[src/rtl/phy_types_pkg.sv]
// rtl/phy_types_pkg.sv - Shared types and class index constants for the PHY TX arbiter
package phy_types_pkg;

  // Arbiter FSM encoding
  typedef enum logic [1:0] {
    IDLE      = 2'd0,
    ISSUE     = 2'd1,
    WAIT_DONE = 2'd2,
    WAIT_PKT  = 2'd3
  } arb_state_t;

  // Request class indices; lower index wins under fixed priority
  localparam int unsigned ACK  = 0;
  localparam int unsigned NACK = 1;
  localparam int unsigned RS0  = 2;
  localparam int unsigned RS1  = 3;
  localparam int unsigned RS2  = 4;
  localparam int unsigned RS3  = 5;
  localparam int unsigned DATA = 6;

endpackage

[src/rtl/arb_class_counter.sv]
// rtl/arb_class_counter.sv - Saturating up/down pending-request counter with full flag
module arb_class_counter #(
  parameter int COUNTER_SIZE = 4
) (
  input  logic                    clk_i,
  input  logic                    nrst_i,
  input  logic                    inc_i,
  input  logic                    dec_i,
  output logic [COUNTER_SIZE-1:0] count_o,
  output logic                    full_o
);

  localparam logic [COUNTER_SIZE-1:0] MAX_CNT = '1;
  localparam logic [COUNTER_SIZE-1:0] ONE     = COUNTER_SIZE'(1);

  logic [COUNTER_SIZE-1:0] count_q, count_d;

  // Full flag is a pure decode of the registered count
  always_comb full_o = (count_q == MAX_CNT);

  // Simultaneous inc and dec cancel; inc into a full counter is dropped
  always_comb begin
    count_d = count_q;
    if (inc_i && !dec_i && !full_o)
      count_d = count_q + ONE;
    else if (dec_i && !inc_i && (count_q != '0))
      count_d = count_q - ONE;
  end

  // Count register
  always_ff @(posedge clk_i) begin
    if (!nrst_i) count_q <= '0;
    else         count_q <= count_d;
  end

  assign count_o = count_q;

endmodule

[src/rtl/phy_tx_arbiter.sv]
// rtl/phy_tx_arbiter.sv - PHY TX class arbiter; ARB_ROUND_ROBIN_EN selects round-robin over fixed priority
module phy_tx_arbiter #(
  parameter int NUM_CLASSES  = 7,
  parameter int COUNTER_SIZE = 4,
  parameter int DATA_CLASS   = NUM_CLASSES - 1,
  localparam int SEL_W       = (NUM_CLASSES > 1) ? $clog2(NUM_CLASSES) : 1
) (
  input  logic                   CLK,
  input  logic                   nRST,
  input  logic [NUM_CLASSES-1:0] req_write,
  input  logic [7:0]             rx_header,
  input  logic                   done,
  input  logic                   packet_done,
  output logic [NUM_CLASSES-1:0] cnt_full,
  output logic                   start,
  output logic [SEL_W-1:0]       grant_sel,
  output logic                   get_data,
  output logic [7:0]             header_out,
  output logic                   busy
);

  import phy_types_pkg::*;

  arb_state_t              state_q, state_d;
  logic [SEL_W-1:0]        grant_q, grant_d;
  logic [7:0]              header_q, header_d;
  logic [COUNTER_SIZE-1:0] cnt [NUM_CLASSES];
  logic [NUM_CLASSES-1:0]  dec_vec;
  logic                    any_pending;
  logic [SEL_W-1:0]        winner;

  // One pending counter per class; the class is decremented in its ISSUE cycle
  for (genvar i = 0; i < NUM_CLASSES; i++) begin : g_cnt
    assign dec_vec[i] = (state_q == ISSUE) && (grant_q == SEL_W'(i));
    arb_class_counter #(.COUNTER_SIZE(COUNTER_SIZE)) u_cnt (
      .clk_i   (CLK),
      .nrst_i  (nRST),
      .inc_i   (req_write[i]),
      .dec_i   (dec_vec[i]),
      .count_o (cnt[i]),
      .full_o  (cnt_full[i])
    );
  end

`ifdef ARB_ROUND_ROBIN_EN
  logic [SEL_W-1:0] last_q, last_d;
  int               idx;

  // Round-robin search starting just after the last granted class
  always_comb begin
    any_pending = 1'b0;
    winner      = '0;
    idx         = 0;
    for (int k = 0; k < NUM_CLASSES; k++) begin
      idx = (int'(last_q) + 1 + k) % NUM_CLASSES;
      if (!any_pending && (cnt[idx] != '0)) begin
        any_pending = 1'b1;
        winner      = SEL_W'(idx);
      end
    end
  end

  // Remember the class chosen at each IDLE decision
  always_comb begin
    last_d = last_q;
    if (state_q == IDLE && any_pending) last_d = winner;
  end

  // Last-grant pointer; resets so the first search begins at class 0
  always_ff @(posedge CLK) begin
    if (!nRST) last_q <= SEL_W'(NUM_CLASSES - 1);
    else       last_q <= last_d;
  end
`else
  // Fixed priority: lowest nonzero class index wins
  always_comb begin
    any_pending = 1'b0;
    winner      = '0;
    for (int k = 0; k < NUM_CLASSES; k++) begin
      if (!any_pending && (cnt[k] != '0)) begin
        any_pending = 1'b1;
        winner      = SEL_W'(k);
      end
    end
  end
`endif

  // FSM next state; completion strobes only matter in their own wait state
  always_comb begin
    state_d  = state_q;
    grant_d  = grant_q;
    header_d = header_q;
    case (state_q)
      IDLE: begin
        if (any_pending) begin
          grant_d  = winner;
          header_d = rx_header;
          state_d  = ISSUE;
        end
      end
      ISSUE:     state_d = (grant_q == SEL_W'(DATA_CLASS)) ? WAIT_PKT : WAIT_DONE;
      WAIT_DONE: if (done)        state_d = IDLE;
      WAIT_PKT:  if (packet_done) state_d = IDLE;
      default:   state_d = IDLE;
    endcase
  end

  // FSM and grant registers; reset abandons any grant in flight
  always_ff @(posedge CLK) begin
    if (!nRST) begin
      state_q  <= IDLE;
      grant_q  <= '0;
      header_q <= 8'h00;
    end else begin
      state_q  <= state_d;
      grant_q  <= grant_d;
      header_q <= header_d;
    end
  end

  assign start      = (state_q == ISSUE);
  assign get_data   = (state_q == WAIT_PKT);
  assign busy       = (state_q != IDLE);
  assign grant_sel  = grant_q;
  assign header_out = header_q;

endmodule

[config.mk]
export PLATFORM = sky130hd
export DESIGN_NAME = phy_tx_arbiter
export DESIGN_NICKNAME = d
export VERILOG_FILES = /design/src/rtl/phy_types_pkg.sv /design/src/rtl/arb_class_counter.sv /design/src/rtl/phy_tx_arbiter.sv
export SDC_FILE = /design/constraint.sdc
export NUM_CORES = 1
export LEC_CHECK = 0
export ABC_AREA = 1
export CAP_MARGIN = 5
export CORE_UTILIZATION = 50
export DETAILED_ROUTE_END_ITERATION = 12
export PLACE_DENSITY = 0.77
export SETUP_SLACK_MARGIN = 0.02
export SYNTH_ARGS = -nofsm -noshare
export SYNTH_HDL_FRONTEND = slang
export SYNTH_SLANG_ARGS = --single-unit
[constraint.sdc]
create_clock -name CLK -period 1.91 [get_ports CLK]
set_clock_uncertainty 0.2 [all_clocks]
set_input_delay 0.382 -clock CLK [delete_from_list [all_inputs] [get_ports CLK]]
set_output_delay 0.382 -clock CLK [all_outputs]
set_load 0.05 [all_outputs]
# == Word level (Yosys, flattened, before mapping) ==
# Index checks and enable logic that the tools add are counted.
# word_totals
out_inout_bits,21
rom_bits,0
latchBits,0
regBits,41
input_bits,19
ramBits,0
n_memories,0
word_cells,162
# classes
add_sub_neg,14
n_mux,32
n_eq_ne,19
order_cmp,0
div,0
mul,0
reduce_logical,87
n_bitwise,0
shift,0
# ops
cell,count
2-to-1 mux 4 bit,14
logical AND 1 bit,41
"adder 4 x 1 -> 4 bit, second input constant",7
"== test 4 bit, second input constant",7
nonzero test 4 bit,7
"subtractor 4 x 1 -> 4 bit, second input constant",7
logical NOT 1 bit,27
nonzero test 2 bit,8
2-to-1 mux 3 bit,5
"== test 3 bit, second input constant",3
2-to-1 mux 1 bit,9
case mux 2 bit (4 select lines),1
"== test 3 x 2 -> 1 bit, second input constant",2
2-to-1 mux 2 bit,3
"!= test 2 bit, second input constant",3
"== test 2 bit, second input constant",2
"== test 3 x 1 -> 1 bit, second input constant",1
logical NOT 3 bit,1
AND reduction 3 bit,1
"== test 2 x 1 -> 1 bit, second input constant",1
logical NOT 2 bit,1
AND reduction 2 bit,1

# == Depth between registers and ports, before layout ==
# depth
depth_word,22
ltp_mapped,15

# == Hierarchy ==
# From an unflattened synthesis, not the netlist that was laid out.
# hier_totals
hier_cells,444
area_unflattened_um2,3084.2
# modules_own_cells
mod,area_each_um2,instances,cells_per_inst,seq_area_each_um2
arb_class_counter,326.6,7,45,80.1
phy_tx_arbiter,798.3,1,129,260.2

# == Least setup slack after synthesis ==
# Ideal clock, no wire load.
# synth_path
path_type,register -> register
from,"register grant_q[2], in the netlist grant_sel[2]"
to,register g_cnt[5].u_cnt.count_q[3]
stages_incl_launch_ff,15
slack_ns,-0.471
path_buffers,0
setup_ns,0.064
arrival_ns,2.117
cell_sequence,dfxtp_1 -> inv_1 -> nor2_2 -> nand2_2 -> nand2_2 -> ha_1 -> nand2_1 -> nand2_1 -> nor2_1 -> inv_1 -> nand2_1 -> nand3_2 -> nand2_1 -> inv_1 -> nor2_1
# synth_via
elab_chain_cells,6
elab_cells_between_ends,9
classes_between,eq/ne (1); mux (1); reduce/logical (7)
# synth_rtl
item,line_no,source
from (decl),phy_tx_arbiter.sv:25,"logic [SEL_W-1:0] grant_q, grant_d;"
from (signal assigned),phy_tx_arbiter.sv:116,grant_q <= grant_d;
== test 3 bit (*),phy_tx_arbiter.sv:34,assign dec_vec[i] = (state_q == ISSUE) && (grant_q == SEL_W'(i));
logical AND 1 bit (*),phy_tx_arbiter.sv:34,
logical NOT 1 bit,arb_class_counter.sv:24,if (inc_i && !dec_i && !full_o)
logical AND 1 bit (2 in a row),arb_class_counter.sv:24,
2-to-1 mux 4 bit / nonzero test 2 bit (equally long branches),-,
to (signal assigned),arb_class_counter.sv:33,else count_q <= count_d;
to (decl),arb_class_counter.sv:16,"logic [COUNTER_SIZE-1:0] count_q, count_d;"
# Every way passes the cells marked *; elsewhere a longest branch is shown, timed or not.
# A chain may end at the register's enable or synchronous reset.

# == Worst setup path in the final report ==
# layout_path
from,register state_q[1]
to,register g_cnt[2].u_cnt.count_q[3]
# layout_via
elab_chain_cells,6
elab_cells_between_ends,9
classes_between,eq/ne (1); mux (1); reduce/logical (7)
# layout_rtl
item,line_no,source
from (decl),phy_tx_arbiter.sv:24,"arb_state_t state_q, state_d;"
from (signal assigned),phy_tx_arbiter.sv:115,state_q <= state_d;
== test 2 x 1 -> 1 bit (*),phy_tx_arbiter.sv:34,
logical AND 1 bit (*),phy_tx_arbiter.sv:34,
logical NOT 1 bit,arb_class_counter.sv:24,
logical AND 1 bit (2 in a row),arb_class_counter.sv:24,
2-to-1 mux 4 bit / nonzero test 2 bit (equally long branches),-,
to (signal assigned),arb_class_counter.sv:33,
to (decl),arb_class_counter.sv:16,
# Marks and branches as above.

==> results.toml <==
[flow_run]
maxCapViolations = 0

[route]
vias = 3531
drc = 0
totalWireLength_mm = 10.9
first_iter_violations = 212
drt_pass1_iterations = 5
ant_nets = 0
avgViaCountPerCell = 5.66
wl_per_cell_um = 17.5

[place]
routabilityCongestion = 0.802
dp_cells = 592
io_buffer_count = 39
place_hpwl_mm = 5.27
post-place-ws_ns = -0.528

[logic_synthesis]
ys_seq_area_share_pct = 28.6
synth.avg_cell_area_um2 = 6.80
ys_warn_count = 0
netlist_instances = 422
ys_seq_elements = 41
syn_nets = 462
ys_types = 30
synth_area_um2 = 2870

[pwr]
vdd_drop_max_uv = 634
power.leakage_nw = 2.20
p_total_mw = 4.05
p_per_area_nw_per_um2 = 851

[sta]
tightest_slew_ns = 0.318
finalHoldViolations = 0
min_period_ns = 2.12
timing.final.max_slew_violations = 0
max_freq_mhz = 472
setup_ws_ns = -0.210
setup_viol_count_final = 11
period_share_pct = 111
rsz0062_at_grt = "yes"
setup_tns_ns = -1.18
slew_headroom_pct = 78.7

[cells_and_area]
fillers = 255
antenna_cells = 0
multi_input_area_um2 = 2320
register_area_um2 = 836
drive_above_1_share_pct = 50.2
layout.nets = 591
area_delta_synth_final_pct = 65.9
fin_cells = 624

[clock_tree]
cts_hold_buf = 0
clock_sinks = 41
clockBufferDepth = 2
cts_root_buffer = "clkbuf_8"
numCtsBuffers = 5
insertion_delay_ns = 0.30
path_clk_slew_ns = 0.09
cts_tree = "done"
h-tree-depth = 2

[grt]
antenna_found_initial = 0
grt_pass1_vias = 3294
track_usage_pct = 29.8
grt_pass1_wl_mm = 14.2
grt_max_degree = 32
overflow = 0

[critical_path]
worstPathArrival_ns = 2.16
reg2regPathDepth = 16
cp-start-kind = "flip-flop"
rrSetupSlack_ns = -0.21
reg2reg_from = "state_q[1]"
critPathMaxFanout = 4
cp_cell_sequence = "inv_2 > nand2_4 > nor2_4 > buf_6 > nand2_4 > nand2_4 > ha_4 > nand2_2 > nand2_2 > nor2_4 > inv_2 > nand2_2 > nand3_2 > nand2_1 > inv_1 > nor2_1"
slowest_stage = "dfxtp_2"
reg2reg_to = "g_cnt[2].u_cnt.count_o[3]"
crit_type = "reg -> reg"
end_kind = "flip-flop"
critPathMaxStageDelay_ns = 0.35
setup.worst_path.end = "g_cnt[2].u_cnt.count_o[3]"
startpoint = "state_q[1]"
cp.required_ns = 1.95

[die]
num_rows = 27
io_pins = 40
die_h_um = 77.7
die_w_um = 77.7
dieArea_um2 = 6040
core_um2 = 5510
start_util_pct = 52.1

[run_status]
outcome = "complete, but fails checks"
violations = "setup timing"

[min_path]
hold_class = "reg -> reg"
==> state kept, by name (all words and copies together), names as in the netlist <==
| name | cells |
|---|---|
| grant_sel | 3 |
| g_cnt.u_cnt.count_o | 28 |
| state_q | 2 |
| header_out | 8 |
==> area by class of cell <==
type,instances,area share (%)
multi-input cells,316,48.9
well taps,72,1.89
repair buffers,135,25.7
inverters,52,4.26
clock inverters,2,0.210
clock buffers,6,1.53
flip-flops and latches,41,17.6
==> power by group <==
| group | leakage, nW | internal [mW] | switching, mW | total (mW) |
|---|---|---|---|---|
| sequential | 0.344 | 1.01 | 0.137 | 1.14 |
| clock | 0.0450 | 0.254 | 0.318 | 0.572 |
| combinational | 1.81 | 0.973 | 1.36 | 2.33 |
==> worst min path at each step <==
stage,from,to,depth (start not counted)
final,header_out[7],header_out[7],2
after global placement,header_out[5],header_out[5],2
after CTS,header_out[0],header_out[0],2
after floorplan,g_cnt[6].u_cnt.count_o[0],g_cnt[6].u_cnt.count_o[0],1
after global routing,header_out[3],header_out[3],2
after detailed placement,header_out[7],header_out[7],2
==> synth_stat cells <==
library cell	n	share of area [%]
a211oi_1	2	0.52
buf_2	1	0.17
o21ai_2	2	0.61
dfxtp_1	41	29
nor2_1	72	9.4
buf_6	1	0.39
nand4_4	1	0.74
buf_4	7	1.8
fa_1	7	4.9
nand2_2	12	2.6
nand3b_2	1	0.39
clkbuf_1	4	0.52
xnor2_1	7	2.1
o21bai_1	1	0.26
nand3_1	14	2.4
inv_1	48	6.3
nand3b_1	8	2.1
a21oi_1	32	5.6
nand2_1	102	13
ha_1	14	6.1
nor2_2	7	1.5
nand3_2	6	2.1
o21ai_4	2	1.1
nand4_1	2	0.44
nor2_4	3	1.2
o21ai_0	14	2.4
o21a_1	5	1.3
clkinv_1	1	0.13
inv_2	3	0.39
nor3_1	2	0.35
==> stage by stage <==
| stage | hold WS (ns) | area, um2 | utilization (%) |
|---|---|---|---|
| 2_1_floorplan | 0.278 | 2990 | - |
| 3_3_place_gp | 0.261 | 4010 | 72.8 |
| 3_5_place_dp | 0.278 | 4010 | 72.8 |
| 4_1_cts | 0.302 | 4480 | 81.3 |
| 5_1_grt | 0.334 | 4760 | 86.4 |
| 6_report | 0.301 | 4760 | 86.4 |
==> routing by layer <==
| metal | GRT usage (%) | vias up | wire (um) |
|---|---|---|---|
| met1 | 32.6 | 1662 | 4170 |
| li1 | - | 1591 | - |
| met5 | 0 | - | 0 |
| met3 | 4.82 | 74 | 663 |
| met4 | 14.9 | 0 | 688 |
| met2 | 55.2 | 204 | 5410 |
==> what timing repair did <==
item / CTS / global route
resized for setup: 63 / 76
setup buffers: 16 / 9
endpoints found under the setup margin: 17 / 25
pin swaps: 62 / 66
==> cell families (layout without fill, tap and decap cells) <==
kind of cell | Yosys count | count (layout) | share of synthesized area [%]
xor+xnor | 7 | 7 | 2.14
flops | 41 | 41 | 28.6
compound gates | 58 | 58 | 11.9
fa+ha+maj | 21 | 21 | 11.0
buf+inv | 65 | 195 | 9.73
simple gates | 230 | 230 | 36.6
==> cells in the final DEF (no fill, tap or decap), types with 7 or more instances in the layout <==
cell              n
nand3_2          11
nand2_2          35
nor2_1           41
dfxtp_1          35
nand2_4          10
inv_2            13
buf_12           11
nand3b_1          8
buf_6             7
o21ai_0          14
nand3_1           8
nor2_4           20
nor2_2           21
buf_4            99
nand2_1          69
a21oi_1          29
inv_1            35
ha_4             14
fa_2              7
clkdlybuf4s50_1  11
==> worst max-delay path: cells and delay by family (launching register included) <==
family | cells | cell delay (ns)
flops | 1 | 0.35
buf+inv | 4 | 0.28
fa+ha+maj | 1 | 0.22
simple gates | 11 | 1.01
(Power assumes the default switching activity.)
